### config.mk
export PLATFORM = sky130hd
export DESIGN_NAME = fetch_stage_flat
export DESIGN_NICKNAME = d
export VERILOG_FILES = /design/src/rtl/riscv_pkg.sv /design/src/rtl/fetch_stage_if.sv /design/src/rtl/fetch_slot_queue.sv /design/src/rtl/fetch_stage.sv /design/src/flat_wrapper.sv
export SDC_FILE = /design/constraint.sdc
export NUM_CORES = 1
export LEC_CHECK = 0
export CAP_MARGIN = 40
export CORE_UTILIZATION = 43
export DETAILED_ROUTE_END_ITERATION = 16
export PLACE_DENSITY = 0.68
export SETUP_SLACK_MARGIN = 0.3
export SKIP_LAST_GASP = 1
export SLEW_MARGIN = 20
export SYNTH_ARGS = -nofsm -noshare
export SYNTH_HDL_FRONTEND = slang
export SYNTH_HIERARCHICAL = 1
export SYNTH_SLANG_ARGS = --single-unit
### constraint.sdc
create_clock -name clk -period 14.37 [get_ports clk]
set_input_delay 2.874 -clock clk [delete_from_list [all_inputs] [get_ports clk]]
set_output_delay 2.874 -clock clk [all_outputs]
set_load 0.005 [all_outputs]
### src/rtl/riscv_pkg.sv
// Shared core definitions for the fetch and decode stages.
//   XLEN / ILEN       : data-path and instruction widths
//   RESET_PC_DEFAULT  : program counter value loaded on reset
//   slot_t            : one fetch-buffer entry {pc, inst, filled}
package riscv_pkg;
  localparam int unsigned XLEN = 32;
  localparam int unsigned ILEN = 32;
  localparam logic [XLEN-1:0] RESET_PC_DEFAULT = 32'h0000_0000;

  typedef struct packed {
    logic [XLEN-1:0] pc;
    logic [ILEN-1:0] inst;
    logic            filled;
  } slot_t;
endpackage

### src/rtl/fetch_stage_if.sv
// Fetch-stage bus bundle: instruction-memory request/response, branch
// redirect from execute, and the decode handoff.
//   master : fetch stage side (drives requests and decode outputs)
//   slave  : environment side (memory, execute, decode)
interface fetch_stage_if;
  import riscv_pkg::*;

  logic            imem_req_valid;
  logic            imem_req_ready;
  logic [XLEN-1:0] imem_req_addr;
  logic            imem_rsp_valid;
  logic [ILEN-1:0] imem_rsp_data;
  logic            br_taken;
  logic [XLEN-1:0] br_target;
  logic            id_valid;
  logic            id_ready;
  logic [ILEN-1:0] id_inst;
  logic [XLEN-1:0] id_pc;

  modport master (
    output imem_req_valid, imem_req_addr, id_valid, id_inst, id_pc,
    input  imem_req_ready, imem_rsp_valid, imem_rsp_data,
           br_taken, br_target, id_ready
  );

  modport slave (
    input  imem_req_valid, imem_req_addr, id_valid, id_inst, id_pc,
    output imem_req_ready, imem_rsp_valid, imem_rsp_data,
           br_taken, br_target, id_ready
  );
endinterface

### src/rtl/fetch_slot_queue.sv
// Circular buffer of fetch slots.
//   alloc_i/alloc_pc_i : reserve the tail slot for a newly accepted request
//   fill_i/fill_inst_i : write a returning word into the oldest unfilled slot
//   pop_i              : release the head slot (decode consumed it)
//   flush_i            : invalidate every slot (redirect); overrides all else
//   head_o             : current head slot
//   used_o             : allocated slot count
//   unfilled_o         : allocated slots still waiting for their word
module fetch_slot_queue
  import riscv_pkg::*;
#(
  parameter int unsigned DEPTH = 2
) (
  input  logic                         clk,
  input  logic                         rst,
  input  logic                         alloc_i,
  input  logic [XLEN-1:0]              alloc_pc_i,
  input  logic                         fill_i,
  input  logic [ILEN-1:0]              fill_inst_i,
  input  logic                         pop_i,
  input  logic                         flush_i,
  output slot_t                        head_o,
  output logic [$clog2(DEPTH+1)-1:0]   used_o,
  output logic [$clog2(DEPTH+1)-1:0]   unfilled_o
);
  localparam int unsigned PW = $clog2(DEPTH);
  localparam int unsigned CW = $clog2(DEPTH+1);

  slot_t         slots_q [DEPTH];
  slot_t         slots_d [DEPTH];
  logic [PW-1:0] head_q, head_d, tail_q, tail_d, fill_q, fill_d;
  logic [CW-1:0] used_q, used_d, unfilled_q, unfilled_d;
  logic          fill_ok;

  // A word with no waiting slot must never clobber a live entry.
  assign fill_ok = fill_i && (unfilled_q != '0);

  always_comb begin
    slots_d    = slots_q;
    head_d     = head_q;
    tail_d     = tail_q;
    fill_d     = fill_q;
    used_d     = used_q;
    unfilled_d = unfilled_q;
    if (flush_i) begin
      for (int unsigned i = 0; i < DEPTH; i++) slots_d[PW'(i)].filled = 1'b0;
      head_d     = '0;
      tail_d     = '0;
      fill_d     = '0;
      used_d     = '0;
      unfilled_d = '0;
    end else begin
      if (alloc_i) begin
        slots_d[tail_q] = '{pc: alloc_pc_i, inst: '0, filled: 1'b0};
        tail_d          = tail_q + PW'(1);
      end
      if (fill_ok) begin
        slots_d[fill_q].inst   = fill_inst_i;
        slots_d[fill_q].filled = 1'b1;
        fill_d                 = fill_q + PW'(1);
      end
      // Clearing on pop keeps a stale filled flag from a previous lap out of
      // id_valid when the queue drains to empty.
      if (pop_i) begin
        slots_d[head_q].filled = 1'b0;
        head_d                 = head_q + PW'(1);
      end
      used_d     = used_q + CW'(alloc_i) - CW'(pop_i);
      unfilled_d = unfilled_q + CW'(alloc_i) - CW'(fill_ok);
    end
  end

  always_ff @(posedge clk or posedge rst) begin
    if (rst) begin
      for (int unsigned i = 0; i < DEPTH; i++) slots_q[i] <= '0;
      head_q     <= '0;
      tail_q     <= '0;
      fill_q     <= '0;
      used_q     <= '0;
      unfilled_q <= '0;
    end else begin
      slots_q    <= slots_d;
      head_q     <= head_d;
      tail_q     <= tail_d;
      fill_q     <= fill_d;
      used_q     <= used_d;
      unfilled_q <= unfilled_d;
    end
  end

  assign head_o     = slots_q[head_q];
  assign used_o     = used_q;
  assign unfilled_o = unfilled_q;
endmodule

### src/rtl/fetch_stage.sv
// Instruction-fetch stage: owns the PC, issues word-aligned in-order fetches,
// buffers returned words in fetch_slot_queue and hands them to decode.
// A redirect flushes buffered slots and counts in-flight responses to drop.
//   clk, rst : core clock, asynchronous active-high reset
//   bus      : fetch_stage_if.master (imem req/rsp, redirect, decode handoff)
module fetch_stage
  import riscv_pkg::*;
#(
  parameter logic [XLEN-1:0] RESET_PC = RESET_PC_DEFAULT,
  parameter int unsigned     DEPTH    = 2
) (
  input  logic          clk,
  input  logic          rst,
  fetch_stage_if.master bus
);
  localparam int unsigned CW   = $clog2(DEPTH+1);
  localparam int unsigned DW   = $clog2(2*DEPTH+1);
  localparam int unsigned SW   = DW + 1;
  localparam int unsigned DMAX = 2*DEPTH;

  logic [XLEN-1:0] pc_q, pc_d;
  logic [DW-1:0]   drop_q, drop_d;
  logic [SW-1:0]   drop_sum;
  slot_t           head;
  logic [CW-1:0]   used, unfilled;
  logic            req_fire, rsp_drop, rsp_fill, rsp_kill, pop;
  logic            unused_tgt_lsbs;

  assign bus.imem_req_valid = !rst && !bus.br_taken && (used < CW'(DEPTH));
  assign bus.imem_req_addr  = pc_q;

  assign req_fire = bus.imem_req_valid && bus.imem_req_ready;
  assign rsp_drop = bus.imem_rsp_valid && (drop_q != '0);
  assign rsp_fill = bus.imem_rsp_valid && (drop_q == '0) && !bus.br_taken;
  // A current word landing on the redirect cycle retires one unfilled slot.
  assign rsp_kill = bus.imem_rsp_valid && (drop_q == '0) && (unfilled != '0);
  assign pop      = head.filled && bus.id_ready && !bus.br_taken;

  assign bus.id_valid = head.filled;
  assign bus.id_inst  = head.inst;
  assign bus.id_pc    = head.pc;

  assign unused_tgt_lsbs = ^bus.br_target[1:0];

  always_comb begin
    pc_d     = pc_q;
    drop_d   = drop_q;
    drop_sum = '0;
    if (bus.br_taken) begin
      pc_d     = {bus.br_target[XLEN-1:2], 2'b00};
      drop_sum = SW'(unfilled) + SW'(drop_q) - SW'(rsp_drop) - SW'(rsp_kill);
      drop_d   = (drop_sum > SW'(DMAX)) ? DW'(DMAX) : drop_sum[DW-1:0];
    end else begin
      if (req_fire) pc_d = pc_q + 32'd4;
      if (rsp_drop) drop_d = drop_q - DW'(1);
    end
  end

  always_ff @(posedge clk or posedge rst) begin
    if (rst) begin
      pc_q   <= RESET_PC;
      drop_q <= '0;
    end else begin
      pc_q   <= pc_d;
      drop_q <= drop_d;
    end
  end

  fetch_slot_queue #(.DEPTH(DEPTH)) u_queue (
    .clk        (clk),
    .rst        (rst),
    .alloc_i    (req_fire),
    .alloc_pc_i (pc_q),
    .fill_i     (rsp_fill),
    .fill_inst_i(bus.imem_rsp_data),
    .pop_i      (pop),
    .flush_i    (bus.br_taken),
    .head_o     (head),
    .used_o     (used),
    .unfilled_o (unfilled)
  );

  a_rsp_has_home: assert property (@(posedge clk) disable iff (rst)
    !(bus.imem_rsp_valid && (drop_q == '0) && (unfilled == '0)));
endmodule

### src/flat_wrapper.sv
// flat-port wrapper written by rule: the top's interface ports become plain ports
module fetch_stage_flat import riscv_pkg::*;
#(
  parameter logic [XLEN-1:0] RESET_PC = RESET_PC_DEFAULT,
  parameter int unsigned     DEPTH    = 2
)
  (clk, rst, bus_imem_req_valid, bus_imem_req_addr, bus_id_valid, bus_id_inst, bus_id_pc, bus_imem_req_ready, bus_imem_rsp_valid, bus_imem_rsp_data, bus_br_taken, bus_br_target, bus_id_ready);
  fetch_stage_if bus_i ();
  input  logic clk;
  input  logic rst;
  output wire logic [$bits(bus_i.imem_req_valid)-1:0] bus_imem_req_valid;
  output wire logic [$bits(bus_i.imem_req_addr)-1:0] bus_imem_req_addr;
  output wire logic [$bits(bus_i.id_valid)-1:0] bus_id_valid;
  output wire logic [$bits(bus_i.id_inst)-1:0] bus_id_inst;
  output wire logic [$bits(bus_i.id_pc)-1:0] bus_id_pc;
  input wire logic [$bits(bus_i.imem_req_ready)-1:0] bus_imem_req_ready;
  input wire logic [$bits(bus_i.imem_rsp_valid)-1:0] bus_imem_rsp_valid;
  input wire logic [$bits(bus_i.imem_rsp_data)-1:0] bus_imem_rsp_data;
  input wire logic [$bits(bus_i.br_taken)-1:0] bus_br_taken;
  input wire logic [$bits(bus_i.br_target)-1:0] bus_br_target;
  input wire logic [$bits(bus_i.id_ready)-1:0] bus_id_ready;
  assign bus_imem_req_valid = bus_i.imem_req_valid;
  assign bus_imem_req_addr = bus_i.imem_req_addr;
  assign bus_id_valid = bus_i.id_valid;
  assign bus_id_inst = bus_i.id_inst;
  assign bus_id_pc = bus_i.id_pc;
  assign bus_i.imem_req_ready = bus_imem_req_ready;
  assign bus_i.imem_rsp_valid = bus_imem_rsp_valid;
  assign bus_i.imem_rsp_data = bus_imem_rsp_data;
  assign bus_i.br_taken = bus_br_taken;
  assign bus_i.br_target = bus_br_target;
  assign bus_i.id_ready = bus_id_ready;
  fetch_stage #(.RESET_PC(RESET_PC), .DEPTH(DEPTH)) u_core (.clk(clk), .rst(rst), .bus(bus_i));
endmodule
==> flow_summary.ini <==
[timing]
slew_headroom = 0.502
fin_skew_ns = 0.0121
finalCriticalPeriod_ns = 7.07
setup_viol_count_final = 0
tightestPinTransition_ns = 0.747
rsz0062_at_grt = false
final.period_utilization = 0.492
tns_ns = 0
max_freq_ghz = 0.141
hold_viol = 0
slew_viol_final = 0

[cts]
cts_setup_buffers = 0
cts_root_buf = clkbuf_16
cts_resized = 0
cts.clk_slew.worst_paths_ns = 0.06
insertion_delay_ns = 0.42
cts_max_level = 4
ctsHoldBuffers = 0
cts_buffer_depth = 2
cts.sinks = 170
cts_buffers = 17
tritoncts = built

[global_routing]
grt_antenna_before_repair = 0
grt_pass1_wl_um = 33600
first_global_vias = 6301
overflow = 0
grtUsageTotal = 0.201
grt_max_degree = 84

[final_layout]
diodes = 0
stdcell_area_mm2 = 0.0112
drive_gt1_frac = 0.236
syn2layout_area_growth_pct = 27.0
final_common_cell = dfrtp_1
final_nets = 992
layout_common_cells = dfrtp_1, clkdlybuf4s50_1, mux2_2
fin_cells = 1191

[logic_synthesis]
synth_flop_cell = dfrtp_1
synth_edf_count = 0
syn_area_per_cell_um2 = 11.7
syn-cell-area_mm2 = 0.00885
yosys.cell_types.count = 55
syn-instance-count = 756
synth_seq_cells = 170
async_flop_share = 1.00
synth_seq_area_share = 0.480
ys_warn_count = 6

[critical_path]
critPathKind = in -> out
endpoint_kind = primary output
start_kind = input pin
worstPathRequired_ns = 11.50
crit_fanout = 7
worstPathArrival_ns = 4.20

[floorplanning]
ios = 168
coreArea_mm2 = 0.0202
die_x_um = 146
rows = 52
start_util = 0.438
die_y_um = 146
die_area_mm2 = 0.0212

[placed_design]
hpwl_um = 13400
dpl.cell_count = 1158
placed_area_mm2 = 0.0107
gp_congestion = 0.786
port_buffers = 163

[drt]
drc = 0
wl_per_cell_um = 17.3
ant_nets = 0
finalWirelength_um = 20600
vias = 6127
viasPerCell = 5.14
dr.first_iter.drc_count = 336
firstDrtPassIters = 5

[power]
irDropWorstVdd_v = 0.0000769
p_per_area_mw_per_mm2 = 116
p_leak_uw = 0.00504
finalPower_uw = 1300

[outcome]
run_status = finished, final reports clean

[run]
drv_cap = 0

[worst_hold_path]
holdCritPathClass = reg -> reg
[synthesized netlist by cell type (2+ instances only)]
master	n	share of area
o21ai_0	17	0.0096
nor2_1	16	0.0068
and3_1	2	0.0014
nand3_1	19	0.011
o31ai_1	8	0.0068
dfrtp_1	170	0.48
and2_1	3	0.0021
a21oi_1	4	0.0023
nand2b_1	4	0.0028
o211ai_1	4	0.0034
fa_1	3	0.0068
buf_12	3	0.0068
nor2b_1	39	0.028
buf_4	5	0.0042
xor2_1	8	0.0079
inv_1	53	0.022
nor4_1	5	0.0035
mux2i_1	33	0.037
mux2_4	30	0.051
nand4bb_1	2	0.0025
clkbuf_1	12	0.0051
mux2_2	133	0.17
and4_1	4	0.0040
o311ai_0	5	0.0049
xnor2_1	11	0.011
buf_6	2	0.0025
nor3_1	4	0.0023
nand2_1	65	0.028
ha_1	11	0.016
buf_1	4	0.0017
buf_2	20	0.011
or4_1	10	0.0085
nand4_1	9	0.0064
o31a_1	3	0.0030
a31oi_1	11	0.0078
or2_2	5	0.0035
[power by group]
group	total [µW]	internal, µW	switching [µW]
registers	576	534	41.8
clock network	431	239	192
logic	298	185	113
total	1300	958	347
[stage by stage]
| step | utilization | worst slack [ns] | hold WS (ns) |
|---|---|---|---|
| finish | 0.556 | 7.30 | 0.500 |
| CTS | 0.554 | 7.27 | 0.502 |
| detailed placement | 0.528 | 7.28 | 0.487 |
| floorplan | - | 7.73 | 0.474 |
| global route | 0.556 | 7.20 | 0.515 |
| global placement | 0.525 | 7.29 | 0.482 |
[flip-flops by register name (all words and copies together), names as in the netlist]
name                       count
u_core/u_queue/tail_q          1
u_core/u_queue/used_o          2
u_core/u_queue/head_q          1
u_core/drop_q                  3
u_core/u_queue/slots_q       130
u_core/u_queue/unfilled_o      2
u_core/u_queue/fill_q          1
u_core/bus.imem_req_addr      30
[final timing paths]
check / cells after the start / start / slack, ns / end
worst max register to register: 14 / u_core/drop_q[1] / 10.72 / u_core/drop_q[2]
worst min-delay path: 1 / u_core/u_queue/slots_q[63] / 0.50 / u_core/u_queue/slots_q[63]
worst min register to register: 1 / u_core/u_queue/slots_q[63] / 0.50 / u_core/u_queue/slots_q[63]
max in group asynchronous: 4 / rst / 10.08 / u_core/u_queue/head_q
worst max-delay path: 3 / rst / 7.30 / bus_imem_req_valid
min in group asynchronous: 2 / rst / 2.85 / u_core/u_queue/used_o[1]
[kinds of logic (layout without fill, tap and decap cells)]
kind of cell    after synthesis  in the layout  synth area share
flops                       170            170             0.480
xor+xnor                     19             19            0.0188
fa+ha+maj                    14             14            0.0223
simple gates                196            196             0.120
buf+inv                      99            259            0.0541
compound gates               61             61            0.0462
other cells                   1              6          0.000424
mux                         196            196             0.257
[final cells by class]
cell class | instances | area [µm²]
fillers | 1755 | 8990
flip-flops and latches | 170 | 4260
multi-input cells | 492 | 4150
repair buffers | 174 | 1760
clock buffers | 22 | 444
well taps | 270 | 338
inverters | 53 | 204
clock inverters | 10 | 95.1
[routing by layer]
| layer | GRT usage | vias to the layer above | wire [µm] |
|---|---|---|---|
| met2 | 0.325 | 135 | 9830 |
| met4 | 0.0547 | 0 | 221 |
| met5 | 0 | - | 0 |
| li1 | - | 2935 | - |
| met3 | 0.0370 | 14 | 702 |
| met1 | 0.276 | 3043 | 9850 |
[critical path, cell delays in order]
cell	delay, ns
clkdlybuf4s50_1	0.56
nor3_1	0.24
clkdlybuf4s50_1	0.52
(Power assumes the default switching activity.)
